## src/rtl/car_ampl_pkg.sv

```systemverilog
// Shared definitions for the carrier-amplitude scheduler: FSM encodings, midscale, default widths.
// The ramp feature is selected with CAR_AMPL_RAMP_EN in car_ampl_sched.
package car_ampl_pkg;

    localparam int unsigned DW_DEF   = 12;
    localparam int unsigned GW_DEF   = 8;
    localparam int unsigned MIDSCALE = 2048;

    localparam logic [1:0] ST_IDLE   = 2'd0;
    localparam logic [1:0] ST_RAMP   = 2'd1;
    localparam logic [1:0] ST_MUTING = 2'd2;
    localparam logic [1:0] ST_MUTED  = 2'd3;

endpackage

```

## src/rtl/car_ampl_mult.sv

```systemverilog
// Two-stage datapath: recentre the offset-binary sample, scale by gain/2^GW, re-offset and clamp.
module car_ampl_mult
    import car_ampl_pkg::*;
#(
    parameter int unsigned DW = DW_DEF,
    parameter int unsigned GW = GW_DEF
) (
    input  logic          clk,
    input  logic          rst,
    input  logic [DW-1:0] din,
    input  logic [GW-1:0] gain,
    output logic [DW-1:0] dout
);

    localparam int unsigned PW = DW + GW + 1;
    localparam logic signed [PW-1:0] MID_P = PW'(MIDSCALE);
    localparam logic signed [PW-1:0] MAX_P = PW'((2 ** DW) - 1);

    logic signed [DW:0]    s_d, s_q;
    logic [GW-1:0]         g_d, g_q;
    logic signed [PW-1:0]  p, y_full;
    logic [DW-1:0]         y_d, y_q;

    // Gain is zero-extended so full scale stays positive; >>> floors toward -inf.
    always_comb begin
        s_d    = (DW+1)'({1'b0, din}) - (DW+1)'(MIDSCALE);
        g_d    = gain;
        p      = PW'(s_q) * signed'(PW'(g_q));
        y_full = (p >>> GW) + MID_P;
        if (y_full[PW-1]) begin
            y_d = '0;
        end else if (y_full > MAX_P) begin
            y_d = '1;
        end else begin
            y_d = y_full[DW-1:0];
        end
    end

    always_ff @(posedge clk or negedge rst) begin
        if (!rst) begin
            s_q <= '0;
            g_q <= '0;
            y_q <= DW'(MIDSCALE);
        end else begin
            s_q <= s_d;
            g_q <= g_d;
            y_q <= y_d;
        end
    end

    assign dout = y_q;

endmodule

```

## src/rtl/car_ampl_sched.sv

```systemverilog
// Carrier-amplitude scheduler: gain command handshake, ramp/mute FSM and scaled DAC output.
// Define CAR_AMPL_RAMP_EN for rate-limited ramps; otherwise transitions take a single clk.
module car_ampl_sched
    import car_ampl_pkg::*;
#(
    parameter int unsigned DW       = DW_DEF,
    parameter int unsigned GW       = GW_DEF,
    parameter int unsigned TICK_DIV = 1000,
    parameter int unsigned STEP     = 1
) (
    input  logic          clk,
    input  logic          rst,
    input  logic          cmd_valid,
    input  logic [GW-1:0] cmd_gain,
    output logic          cmd_ready,
    input  logic          mute,
    input  logic [DW-1:0] dac_car,
    output logic [DW-1:0] dac_car_ampl,
    output logic [GW-1:0] gain_cur,
    output logic          busy
);

    logic [1:0]    state_q, state_d;
    logic [GW-1:0] gain_q, gain_d;
    logic [GW-1:0] target_q, target_d;
    logic [GW-1:0] tgt;
    logic          accept;

    assign cmd_ready = ~mute & ((state_q == ST_IDLE) | (state_q == ST_RAMP));
    assign accept    = cmd_valid & cmd_ready;
    assign busy      = (state_q == ST_RAMP) | (state_q == ST_MUTING);
    assign gain_cur  = gain_q;

`ifdef CAR_AMPL_RAMP_EN
    localparam int unsigned TW = (TICK_DIV > 1) ? $clog2(TICK_DIV) : 1;

    logic [TW-1:0] tick_q, tick_d;
    logic          tick;
    logic [GW-1:0] ramp_g, mute_g;

    // One ramp step from cur toward dst, landing exactly on dst when within STEP.
    function automatic logic [GW-1:0] step_toward(input logic [GW-1:0] cur, input logic [GW-1:0] dst);
        logic [GW-1:0] diff;
        step_toward = dst;
        if (cur < dst) begin
            diff = dst - cur;
            if (32'(diff) > STEP) step_toward = cur + GW'(STEP);
        end else begin
            diff = cur - dst;
            if (32'(diff) > STEP) step_toward = cur - GW'(STEP);
        end
    endfunction

    assign tick = (tick_q == TW'(TICK_DIV - 1));

    // Counter only runs while staying in a transition state, so every ramp starts a full period.
    always_comb begin
        tick_d = '0;
        if (((state_q == ST_RAMP) || (state_q == ST_MUTING)) &&
            ((state_d == ST_RAMP) || (state_d == ST_MUTING))) begin
            tick_d = tick ? '0 : tick_q + TW'(1);
        end
    end
`else
    // Rate parameters have no effect in the single-clk build.
    if ((TICK_DIV == 0) || (STEP == 0)) begin : g_rate_cfg_ignored
    end
`endif

    always_comb begin
        state_d  = state_q;
        gain_d   = gain_q;
        target_d = target_q;
        tgt      = accept ? cmd_gain : target_q;
`ifdef CAR_AMPL_RAMP_EN
        ramp_g   = tick ? step_toward(gain_q, tgt) : gain_q;
        mute_g   = tick ? step_toward(gain_q, '0) : gain_q;
`endif
        case (state_q)
            ST_IDLE: begin
                if (mute) begin
                    state_d = ST_MUTING;
                end else if (accept) begin
                    target_d = cmd_gain;
                    if (cmd_gain != gain_q) state_d = ST_RAMP;
                end
            end
            ST_RAMP: begin
                if (mute) begin
                    state_d = ST_MUTING;
                end else begin
                    target_d = tgt;
`ifdef CAR_AMPL_RAMP_EN
                    gain_d = ramp_g;
                    if (ramp_g == tgt) state_d = ST_IDLE;
`else
                    gain_d  = tgt;
                    state_d = ST_IDLE;
`endif
                end
            end
            ST_MUTING: begin
                if (!mute) begin
                    state_d = (gain_q == target_q) ? ST_IDLE : ST_RAMP;
                end else begin
`ifdef CAR_AMPL_RAMP_EN
                    gain_d = mute_g;
                    if (mute_g == '0) state_d = ST_MUTED;
`else
                    gain_d  = '0;
                    state_d = ST_MUTED;
`endif
                end
            end
            ST_MUTED: begin
                if (!mute) state_d = (gain_q == target_q) ? ST_IDLE : ST_RAMP;
            end
            default: state_d = ST_IDLE;
        endcase
    end

    always_ff @(posedge clk or negedge rst) begin
        if (!rst) begin
            state_q  <= ST_IDLE;
            gain_q   <= '0;
            target_q <= '0;
`ifdef CAR_AMPL_RAMP_EN
            tick_q   <= '0;
`endif
        end else begin
            state_q  <= state_d;
            gain_q   <= gain_d;
            target_q <= target_d;
`ifdef CAR_AMPL_RAMP_EN
            tick_q   <= tick_d;
`endif
        end
    end

    car_ampl_mult #(
        .DW (DW),
        .GW (GW)
    ) u_mult (
        .clk  (clk),
        .rst  (rst),
        .din  (dac_car),
        .gain (gain_q),
        .dout (dac_car_ampl)
    );

endmodule

```

## config.mk

```make
export PLATFORM = sky130hd
export DESIGN_NAME = car_ampl_sched
export DESIGN_NICKNAME = d
export VERILOG_FILES = /design/src/rtl/car_ampl_pkg.sv /design/src/rtl/car_ampl_mult.sv /design/src/rtl/car_ampl_sched.sv
export SDC_FILE = /design/constraint.sdc
export NUM_CORES = 1
export LEC_CHECK = 0
export CAP_MARGIN = 40
export CORE_MARGIN = 2
export CORE_UTILIZATION = 45
export CTS_BUF_LIST = sky130_fd_sc_hd__clkbuf_4
export DETAILED_ROUTE_END_ITERATION = 8
export PLACE_DENSITY_LB_ADDON = 0.08
export SYNTH_ARGS = -nofsm -noshare
export SYNTH_HDL_FRONTEND = slang
export SYNTH_SLANG_ARGS = --single-unit
```

## constraint.sdc

```tcl
create_clock -name clk -period 6.12 [get_ports clk]
set_clock_uncertainty 0.15 [all_clocks]
set_input_delay 0.612 -clock clk [delete_from_list [all_inputs] [get_ports clk]]
set_output_delay 0.612 -clock clk [all_outputs]
set_load 0.02 [all_outputs]
```

==> summary.txt, run 1 <==
Initial Util: 0.460
Initial DRT Pass Iterations: 4
Commonest non-fill, non-tap cells in the layout: inv_1 (113), fa_1 (76), nand2_1 (57)
Netlist cell types: 51
Achievable Freq: 171 MHz
Top-level I/O count: 46
# clock sinks: 50
Starting DRT DRC Count: 132
Reg2reg end: u_mult.dout[11]
Worst Setup Start Kind: flop
Min Tclk post-route: 5.86 ns
Routed wire per std cell: 16.7 µm
Post-Route WL: 12.8 mm
Number of global-route vias before repair: 4423
Die width: 115 µm
CTS root buf: clkbuf_4
Rows: 40
Commonest non-fill, non-tap cell in the layout: inv_1
Critical path class: reg -> reg
Core ar.: 0.0120 mm²
Total grt overflow: 0
Hold Vio Cnt, Final: 0
Setup crit end kind: flop
Hold Path Class: reg -> reg
Final Slew Violations: 0
Worst-Skew Late Latency: 0.42 ns
DRC violations left: 0
Vias/cell: 5.14
Final Util: 0.537
Nets@finish: 764
Setup Viol. Count Final: 0
FF-to-FF Start: u_mult.g_q[3]
HPWL after detailed placement: 10.5 mm
Synth Cell Area: 0.00550 mm²
Hold EP: u_mult.g_q[3]
Register area share after synthesis: 0.228
R2r setup slk: 0.26 ns
Vias: 3940
Placer congestion estimate: 0.816
Worst endpoint data arrival time: 6.05 ns
Yosys reg bits: 50
Syn Area/Cell: 9.88 µm²
First-pass GRT wire length: 21.5 mm
Area Growth Syn to Fin: 16.8%
Gate Count Post-Synth: 557
Min-Delay Path Depth: 0
Die H: 115 µm
Worst Tran Pin Value: 0.781 ns
Final worst path period share: 0.958
Max_cap viols: 0
Status: finished clean
Cts bufs inserted: 5
Largest net degree at the start of global routing: 39
Ys Warns: 0
Critical path fanouts, max: 4
# fillers: 1120
CTS tree: done
Diode count: 0
Worst Path Required: 6.31 ns
Final instance area: 0.00643 mm²
Clock slew at reported path FFs: 0.21 ns
H-tree depth: 2
Layout cells sized above 1: 0.135
DP Area: 0.00622 mm²
Slew HR: 0.480
Initial antenna violation count: 0
Top FF cell, synth: dfrtp_1
Clock buffer depth: 2
HP Start: gain_cur[3]
Die ar.: 0.0131 mm²
Synth async-reset ratio: 1.00
Antenna viol nets, final: 0
GRT Resource Usage Total: 0.214
Net Count, Synth: 702
R2R depth: 25
Number of synthesized flops with an enable pin: 0
Port bufs: 45
## sequential cells by signal (all words and copies together) (netlist names)
name,cells
u_mult.s_q,12
target_q,8
u_mult.dout,12
state_q,2
u_mult.g_q,8
gain_cur,8
## cells by family after synthesis
kind of cell    count (synthesis)  share of synthesized area
simple gates                  144                      0.136
compound gates                 68                     0.0925
xor+xnor                       36                     0.0573
buf+inv                       129                     0.0880
mux                             9                     0.0182
fa+ha+maj                     121                      0.380
flops                          50                      0.228
## how the worst max path moves through the flow
stage / startpoint / endpoint / cells past startpoint
3_3_place_gp: u_mult.s_q[11] / u_mult.dout[11] / 24
2_1_floorplan: u_mult.g_q[0] / u_mult.dout[11] / 29
4_1_cts: u_mult.g_q[5] / u_mult.dout[11] / 24
6_report: u_mult.g_q[3] / u_mult.dout[11] / 25
5_1_grt: u_mult.g_q[3] / u_mult.dout[11] / 24
3_5_place_dp: u_mult.s_q[11] / u_mult.dout[11] / 24
## what timing repair did
| action | 4_1_cts | 5_1_grt |
|---|---|---|
| setup endpoints to repair | 0 | 1 |
| gates resized for setup | 0 | 32 |
| setup buffers | 0 | 6 |
| hold buffers | 1 | 0 |
| endpoints found under the hold margin | 11 | 0 |
## Yosys cell counts, types with 2 or more instances
library cell    n  area [µm²]
mux2_2          8        90.1
xor2_1         25         219
dfrtp_1        49        1230
a31oi_4         2        42.5
nor2_1         16        60.1
o2111ai_1       3        26.3
a32o_1          9        90.1
o21ai_1         2        10.0
xnor2_1        11        96.3
o211ai_1        2        15.0
fa_1           77        1540
nor2b_1         2        12.5
and2_2          5        37.5
nand2_1        57         214
a31oi_1         4        25.0
o21ai_0         8        40.0
nand2b_1        2        12.5
inv_1         115         432
nor4_1          4        25.0
nor3_1          5        25.0
ha_1           44         551
clkbuf_1       13        48.8
nand4_1         4        25.0
o211ai_2        2        25.0
and2_1         42         263
a21oi_1        21         105
## final cells by class
type / count / area [µm²] / share of cell area
inverters: 116 / 435 / 0.0677
well taps: 147 / 184 / 0.0286
flip-flops and latches: 50 / 1270 / 0.198
clock inverters: 3 / 28.8 / 0.00448
clock buffers: 5 / 37.5 / 0.00584
multi-input cells: 378 / 3830 / 0.596
repair buffers: 68 / 641 / 0.0997
## worst max-delay path, stage by stage, from the launching register on
cell      delay, ns
dfrtp_2        0.49
buf_4          0.16
nand2_1        0.08
fa_1           0.43
fa_1           0.50
inv_1          0.06
fa_1           0.53
inv_1          0.06
fa_1           0.52
inv_1          0.06
ha_4           0.26
a21oi_2        0.20
o211ai_2       0.14
a31oi_4        0.22
o211ai_2       0.14
a31oi_4        0.21
inv_2          0.07
a21oi_4        0.17
xnor2_1        0.09
ha_1           0.34
nand2_1        0.06
nand4_1        0.08
nor4_1         0.24
nand4_1        0.16
o21ai_1        0.16
a32o_1         0.18
## routing by layer
layer / vias to the layer above / part of all wire / GRT usage
met5: - / 0 / 0
met4: 0 / 0.016 / 0.0472
met3: 11 / 0.025 / 0.0259
met2: 59 / 0.51 / 0.389
met1: 1996 / 0.45 / 0.272
li1: 1874 / - / -
## through the flow
stage | setup slack, ns | std cells | TNS (ns) | hold WS [ns]
finish | 0.255 | 767 | 0 | 0.343
global placement | 0.331 | 751 | 0 | 0.330
floorplan | 0.178 | 557 | 0 | 0.166
global route | -0.0327 | 767 | -0.0327 | 0.384
CTS | 0.113 | 761 | 0 | 0.359
detailed placement | 0.148 | 752 | 0 | 0.338
Power of run 1 is left out: the tool's default activity adds up to more than one toggle a clock period on the data nets, which glitch-free logic cannot reach.
==> run 2: changes to the inputs <==
--- a/config.mk
+++ b/config.mk
@@ -11,6 +11,7 @@
 export CTS_BUF_LIST = sky130_fd_sc_hd__clkbuf_4
 export DETAILED_ROUTE_END_ITERATION = 8
 export PLACE_DENSITY_LB_ADDON = 0.08
+export SLEW_MARGIN = 20
 export SYNTH_ARGS = -nofsm -noshare
 export SYNTH_HDL_FRONTEND = slang
 export SYNTH_SLANG_ARGS = --single-unit
==> summary.txt, run 2 (synthesis gave the netlist of run 1 again) <==
Final worst path period share: 0.949
Initial antenna violation count: 0
CTS tree: done
Vias: 3930
Achievable Freq: 172 MHz
Die ar.: 0.0131 mm²
Setup Viol. Count Final: 0
First-pass GRT wire length: 21.6 mm
Post-Route WL: 12.8 mm
Routed wire per std cell: 16.7 µm
Cts bufs inserted: 5
Rows: 40
Clock buffer depth: 2
Min Tclk post-route: 5.81 ns
Worst endpoint data arrival time: 6.00 ns
Worst Tran Pin Value: 0.798 ns
Largest net degree at the start of global routing: 34
Critical path fanouts, max: 7
Diode count: 0
Die width: 115 µm
Clock slew at reported path FFs: 0.19 ns
Dpl cells: 752
Hold Vio Cnt, Final: 0
CTS root buf: clkbuf_4
Worst-Skew Late Latency: 0.40 ns
Placer congestion estimate: 0.816
Initial DRT Pass Iterations: 4
Commonest non-fill, non-tap cell in the layout: inv_1
Max_cap viols: 0
HPWL after detailed placement: 10.5 mm
Final Slew Violations: 0
Antenna viol nets, final: 0
GRT Resource Usage Total: 0.212
Area Growth Syn to Fin: 15.7%
Post-Layout Cell Count: 765
Slew HR: 0.468
H-tree depth: 2
Worst Path Required: 6.31 ns
Worst Setup Start Kind: flop
Top-level I/O count: 46
# fillers: 1103
Core ar.: 0.0120 mm²
Vias/cell: 5.14
Critical path class: reg -> reg
Commonest non-fill, non-tap cells in the layout: inv_1 (114), fa_1 (77), nand2_1 (57)
Starting DRT DRC Count: 195
Nets@finish: 762
# clock sinks: 50
Die H: 115 µm
Total grt overflow: 0
Port bufs: 45
Initial Util: 0.460
Hold Path Class: reg -> reg
Setup crit end kind: flop
DRC violations left: 0
Layout cells sized above 1: 0.120
Number of global-route vias before repair: 4492
Status: finished clean
==> run 2: changes by cell type in the layout (fill, tap and decap cells not counted), sizes merged <==
cell and delta:
buf -2
==> run 2: routing by layer <==
| metal | share of wire | vias up | track usage | wire length, µm |
|---|---|---|---|---|
| met1 | 0.44 | 1967 | 0.271 | 5570 |
| met5 | 0 | - | 0 | 0 |
| met4 | 0.019 | 0 | 0.0496 | 240 |
| li1 | - | 1867 | - | - |
| met2 | 0.51 | 82 | 0.383 | 6550 |
| met3 | 0.033 | 14 | 0.0275 | 418 |
==> run 2: worst paths after layout <==
kind | from | to | slack [ns] | cells past startpoint
setup reg to reg | u_mult.g_q[3] | u_mult.dout[11] | 0.31 | 24
setup / recovery | u_mult.g_q[3] | u_mult.dout[11] | 0.31 | 24
hold / removal | gain_cur[3] | u_mult.g_q[3] | 0.35 | 0
hold reg to reg | gain_cur[3] | u_mult.g_q[3] | 0.35 | 0
max in group asynchronous | rst | u_mult.g_q[2] | 4.74 | 3
min in group asynchronous | rst | u_mult.dout[4] | 0.51 | 2
==> run 2: area by class of cell <==
cell class / count / area (µm²) / share of cell area
sequential: 50 / 1270 / 0.199
clock buffer: 5 / 37.5 / 0.00589
timing repair buffer: 66 / 622 / 0.0976
multi-input combinational: 378 / 3790 / 0.595
tap: 147 / 184 / 0.0289
inverter: 116 / 435 / 0.0684
clock inverter: 3 / 28.8 / 0.00452
==> run 2: stage by stage <==
stage	util	area [µm²]	hold WS, ns	TNS (ns)	worst slack [ns]
final	0.532	6370	0.351	0	0.311
after global placement	0.518	6200	0.330	0	0.331
after floorplan	-	5500	0.166	0	0.178
after global routing	0.532	6370	0.387	-0.0114	-0.0114
after detailed placement	0.520	6220	0.331	0	0.141
after CTS	0.526	6290	0.370	0	0.0927
==> run 2: worst max-delay path: stages (launching register included) <==
cell and delay (ns):
dfrtp_2 0.52, buf_4 0.19, and2_1 0.16, fa_1 0.41, fa_1 0.54, inv_1 0.05, fa_1 0.47, inv_1 0.05
fa_1 0.47, ha_1 0.35, o211a_1 0.13, nand2b_1 0.19, a31oi_4 0.22, o211ai_2 0.14, a31oi_4 0.22, inv_2 0.07
a21oi_4 0.18, xnor2_1 0.10, ha_1 0.34, nand2_1 0.07, nand4_1 0.10, nor4_2 0.15, nand4_1 0.14, o21ai_0 0.19
a32o_1 0.14
==> run 2: timing repair <==
item	4_1_cts	5_1_grt
setup buffers	0	4
resized for setup	0	21
hold buffers	1	0
endpoints found under the setup margin	0	1
endpoints found under the hold margin	16	0
Power of run 2 is left out for the same reason.
==> variant 1 (flow settings as in run 2) <==
`s_q` no longer has a reset.
--- a/src/rtl/car_ampl_mult.sv
+++ b/src/rtl/car_ampl_mult.sv
@@ -39,12 +39,14 @@
     always_ff @(posedge clk or negedge rst) begin
         if (!rst) begin
-            s_q <= '0;
             g_q <= '0;
             y_q <= DW'(MIDSCALE);
         end else begin
-            s_q <= s_d;
             g_q <= g_d;
             y_q <= y_d;
         end
+    end
+
+    always_ff @(posedge clk) begin
+        s_q <= s_d;
     end
 
Function: no difference found for any inputs over 4 cycles, from zero or initial values and one cycle with rst low; that may be too few to reach the edited logic, so the function may still have changed.
==> variant 1 against run 2 <==
- area after synthesis is 1.1% lower
- largest cell class unchanged
- critical path type unchanged
- cell area is 0.20% lower
- routed wire length is 6.2% lower
- critical endpoint unchanged
- highest routed layer unchanged
- core utilization is 0.12 points higher
- worst setup slack worse by 0.066 ns
- sequential cell count stayed put
Power is left out: the tool's default activity adds up to more than one toggle a clock period on the data nets, which glitch-free logic cannot reach.
==> variant 1: results (changes against run 2) <==
Outcome - complete, no violations (unchanged)
Post-DP HPWL - 9770 microns (was 10,500 microns)
Filler Cells Inserted - 1,113 (was 1,103)
Fin area - 6360 sq um (was 6370 sq um)
Buffer share of cell area - 0.102 (was 0.0976)
Worst Path Max Fanout - 6 (was 7)
Synthesized Nets - 702 (unchanged)
Post-DP Area - 6130 sq um (was 6220 sq um)
Asr flop ratio synth - 0.760 (was 1.00)
Reg2Reg Setup Slack - 0.25 ns (was 0.31 ns)
Slew HR - 0.527 (was 0.468)
Buffers on Ports - 45 (unchanged)
First-pass GRT wire length - 20,700 microns (was 21,600 microns)
FF-to-FF Start - u_mult.g_q[5]$_DFF_PN0_ (was u_mult.g_q[3]$_DFF_PN0_)
Final net count - 766 (was 762)
Number of synthesis warnings - 0 (unchanged)
Largest net degree at the start of global routing - 32 (was 34)
GP Congestion - 0.881 (was 0.816)
DR iter-0 viols - 125 (was 195)
Clock buffers and inverters, area share - 0.0136 (was 0.0104)
Worst path slowest cell - fa_1 (unchanged)
Seq Cell Count - 50 (unchanged)
Synth area leaders - fa_1 28%, dfrtp_1 17%, ha_1 10%, inv_1 7.9%, and2_1 4.8% (was fa_1 28%, dfrtp_1 22%, ha_1 10%, inv_1 7.8%, and2_1 4.8%)
Via-to-Cell Ratio - 5.12 (was 5.14)
HP Start - gain_cur[6]$_DFFE_PN0P_ (was gain_cur[3]$_DFFE_PN0P_)
Hold slack - 0.366 ns (was 0.351 ns)
DR vias - 3,938 (was 3,930)
Dpl cells - 749 (was 752)
Vias in the first global route - 4,324 (was 4,492)
Clk slew on worst S/H paths - 0.17 ns (was 0.19 ns)
Most used DFF post-synth - dfrtp_1 (unchanged)
Post-synth top area share - 0.283 (was 0.280)
Per-cell routed wire length - 15.6 microns (was 16.7 microns)
Multi-input combinational cell area - 3800 sq um (was 3790 sq um)
Layout cells sized above 1 - 0.125 (was 0.120)
Cells after Synth - 557 (unchanged)
TAP cells - 147 (unchanged)
Number of non-clock buffers in the layout - 70 (was 66)
Max Buffers Root-to-Sink - 2 (unchanged)
Max Clk Rate - 0.170 GHz (was 0.172 GHz)
Global-route usage over all layers - 0.204 (was 0.212)
Worst slack, placed - -0.0920 ns (was 0.141 ns)
Hold Path Sink - u_mult.g_q[6]$_DFF_PN0_ (was u_mult.g_q[3]$_DFF_PN0_)
FF-to-FF path depth - 24 (unchanged)
Unique masters post-synth - 52 (was 51)
Sequential cell area - 1210 sq um (was 1270 sq um)
Hold Path Class - reg2reg (unchanged)
Post-synthesis sequential area ratio - 0.219 (was 0.228)
Synth top cells by count - 115 x inv_1, 77 x fa_1, 57 x nand2_1, 44 x ha_1, 42 x and2_1 (was 115 x inv_1, 77 x fa_1, 57 x nand2_1, 49 x dfrtp_1, 44 x ha_1)
1st-pass router iterations - 4 (unchanged)
N_diodes - 0 (unchanged)
Worst EP arrival - 6.10 ns (was 6.00 ns)
variant 1: routing by layer:
| metal | track usage | share of wire |
|---|---|---|
| met1 | 0.252 | 0.44 |
| met2 | 0.362 | 0.51 |
| met3 | 0.0298 | 0.024 |
| met4 | 0.0772 | 0.024 |
| met5 | 0 | 0 |
variant 1: cells by family (layout without fill, tap and decap cells):
group / count (synthesis) / after routing / synth area share
and+or+nand+nor: 144 / 144 / 0.138
AOI/OAI and AO/OA: 68 / 68 / 0.0935
DFF: 50 / 50 / 0.219
adders and majority gates: 121 / 121 / 0.384
muxes: 9 / 9 / 0.0184
xor gates and xnor gates: 36 / 36 / 0.0579
buffers and inverters: 129 / 194 / 0.0889
variant 1: repair_timing:
action	CTS	global route
hold buffers	1	0
setup endpoints to repair	1	1
pin swaps	0	4
resized for setup	4	16
setup buffers	0	11
hold endpoints to repair	7	0
gates cloned	0	0
==> variant 2 (config.mk and constraints of run 2) <==
Without the edit above. Set the package constant `DW_DEF` to 24 (it was 12).
--- a/src/rtl/car_ampl_pkg.sv
+++ b/src/rtl/car_ampl_pkg.sv
@@ -3,5 +3,5 @@
 package car_ampl_pkg;
 
-    localparam int unsigned DW_DEF   = 12;
+    localparam int unsigned DW_DEF   = 24;
     localparam int unsigned GW_DEF   = 8;
     localparam int unsigned MIDSCALE = 2048;
Ports: changed (resized dac_car and dac_car_ampl); port bits go from 46 to 70. The function was not compared with the original's and may differ.
==> variant 2 against run 2 <==
- sequential cell count increased by 25
- sequential share of layout area decreased by 5.7 points
- worst setup slack got worse by 0.17 ns
- count of clock-buffer cells in the layout increased by 4
- cell area increased by 110%
- area after synthesis increased by 88%
- routed wire length increased by 110%
Power is left out: the tool's default activity adds up to more than one toggle a clock period on the data nets, which glitch-free logic cannot reach.
==> variant 2: results (changes against run 2) <==
Outcome - complete, no violations (unchanged)
Synth top cells by count - 200 x inv_1, 153 x fa_1, 138 x nand2_1, 107 x and2_1, 74 x dfrtp_1 (was 115 x inv_1, 77 x fa_1, 57 x nand2_1, 49 x dfrtp_1, 44 x ha_1)
Post-DP HPWL - 19,900 microns (was 10,500 microns)
Inverters excl. clock - 200 (was 116)
Layout cells sized above 1 - 0.227 (was 0.120)
Filler Cells Inserted - 2,014 (was 1,103)
Worst path slowest cell - fa_2 (was fa_1)
Number of non-clock buffers in the layout - 185 (was 66)
FF-to-FF path depth - 21 (was 24)
Via-to-Cell Ratio - 5.24 (was 5.14)
Post-DP Area - 11,900 sq um (was 6220 sq um)
Clock latency on the worst-skew pair - 0.50 ns (was 0.40 ns)
Max incr delay on CP - 0.57 ns (was 0.54 ns)
Buffers on Ports - 69 (was 45)
First-pass GRT wire length - 43,100 microns (was 21,600 microns)
Worst slack, placed - -0.0280 ns (was 0.141 ns)
Total CTS buffers - 9 (was 5)
Multi-input gates - 817 (was 378)
Multi-input combinational cell area - 8330 sq um (was 3790 sq um)
1st-pass router iterations - 5 (was 4)
H-tree levels - 3 (was 2)
WL final - 26,600 microns (was 12,800 microns)
Vias in the first global route - 8,805 (was 4,492)
DR vias - 8,276 (was 3,930)
Clk slew on worst S/H paths - 0.17 ns (was 0.19 ns)
Worst EP arrival - 6.25 ns (was 6.00 ns)
Reg2Reg Setup Slack - 0.14 ns (was 0.31 ns)
Global-route usage over all layers - 0.225 (was 0.212)
## variant 2: cell count changes after synthesis, moves of 11 or more
cell | before | now
a21oi_1 | 21 | 49
nor3_1 | 5 | 20
nor2_1 | 16 | 32
xor2_1 | 25 | 36
o21ai_0 | 8 | 27
nand2_1 | 57 | 138
dfrtp_1 | 49 | 74
fa_1 | 77 | 153
clkbuf_1 | 13 | 30
ha_1 | 44 | 68
inv_1 | 115 | 200
and2_1 | 42 | 107
## variant 2: timing repair
item                                    CTS  global route
hold endpoints to repair                 33             0
pin swaps                                 0            98
hold buffers                              1             0
gates cloned                              0             7
gates resized for setup                   6           169
setup buffers                             0            41
endpoints found under the setup margin   18            24
## variant 2: worst max path at each step
| stage | from | endpoint | depth (start not counted) |
|---|---|---|---|
| 2_1_floorplan | u_mult.g_q[1]$_DFF_PN0_ | u_mult.dout[10]$_DFF_PN0_ | 23 |
| 3_3_place_gp | u_mult.g_q[5]$_DFF_PN0_ | u_mult.dout[11]$_DFF_PN1_ | 24 |
| 3_5_place_dp | u_mult.g_q[5]$_DFF_PN0_ | u_mult.dout[12]$_DFF_PN0_ | 20 |
| 4_1_cts | u_mult.g_q[5]$_DFF_PN0_ | u_mult.dout[12]$_DFF_PN0_ | 22 |
| 5_1_grt | u_mult.g_q[2]$_DFF_PN0_ | u_mult.dout[11]$_DFF_PN1_ | 25 |
| 6_report | u_mult.g_q[3]$_DFF_PN0_ | u_mult.dout[12]$_DFF_PN0_ | 21 |
## variant 2: routing by layer
metal | up-vias | track usage | share of wire
li1 | 3923 | - | -
met1 | 4180 | 0.293 | 0.45
met2 | 134 | 0.395 | 0.50
met3 | 39 | 0.0297 | 0.035
met4 | 0 | 0.0625 | 0.021
met5 | - | 0 | 0
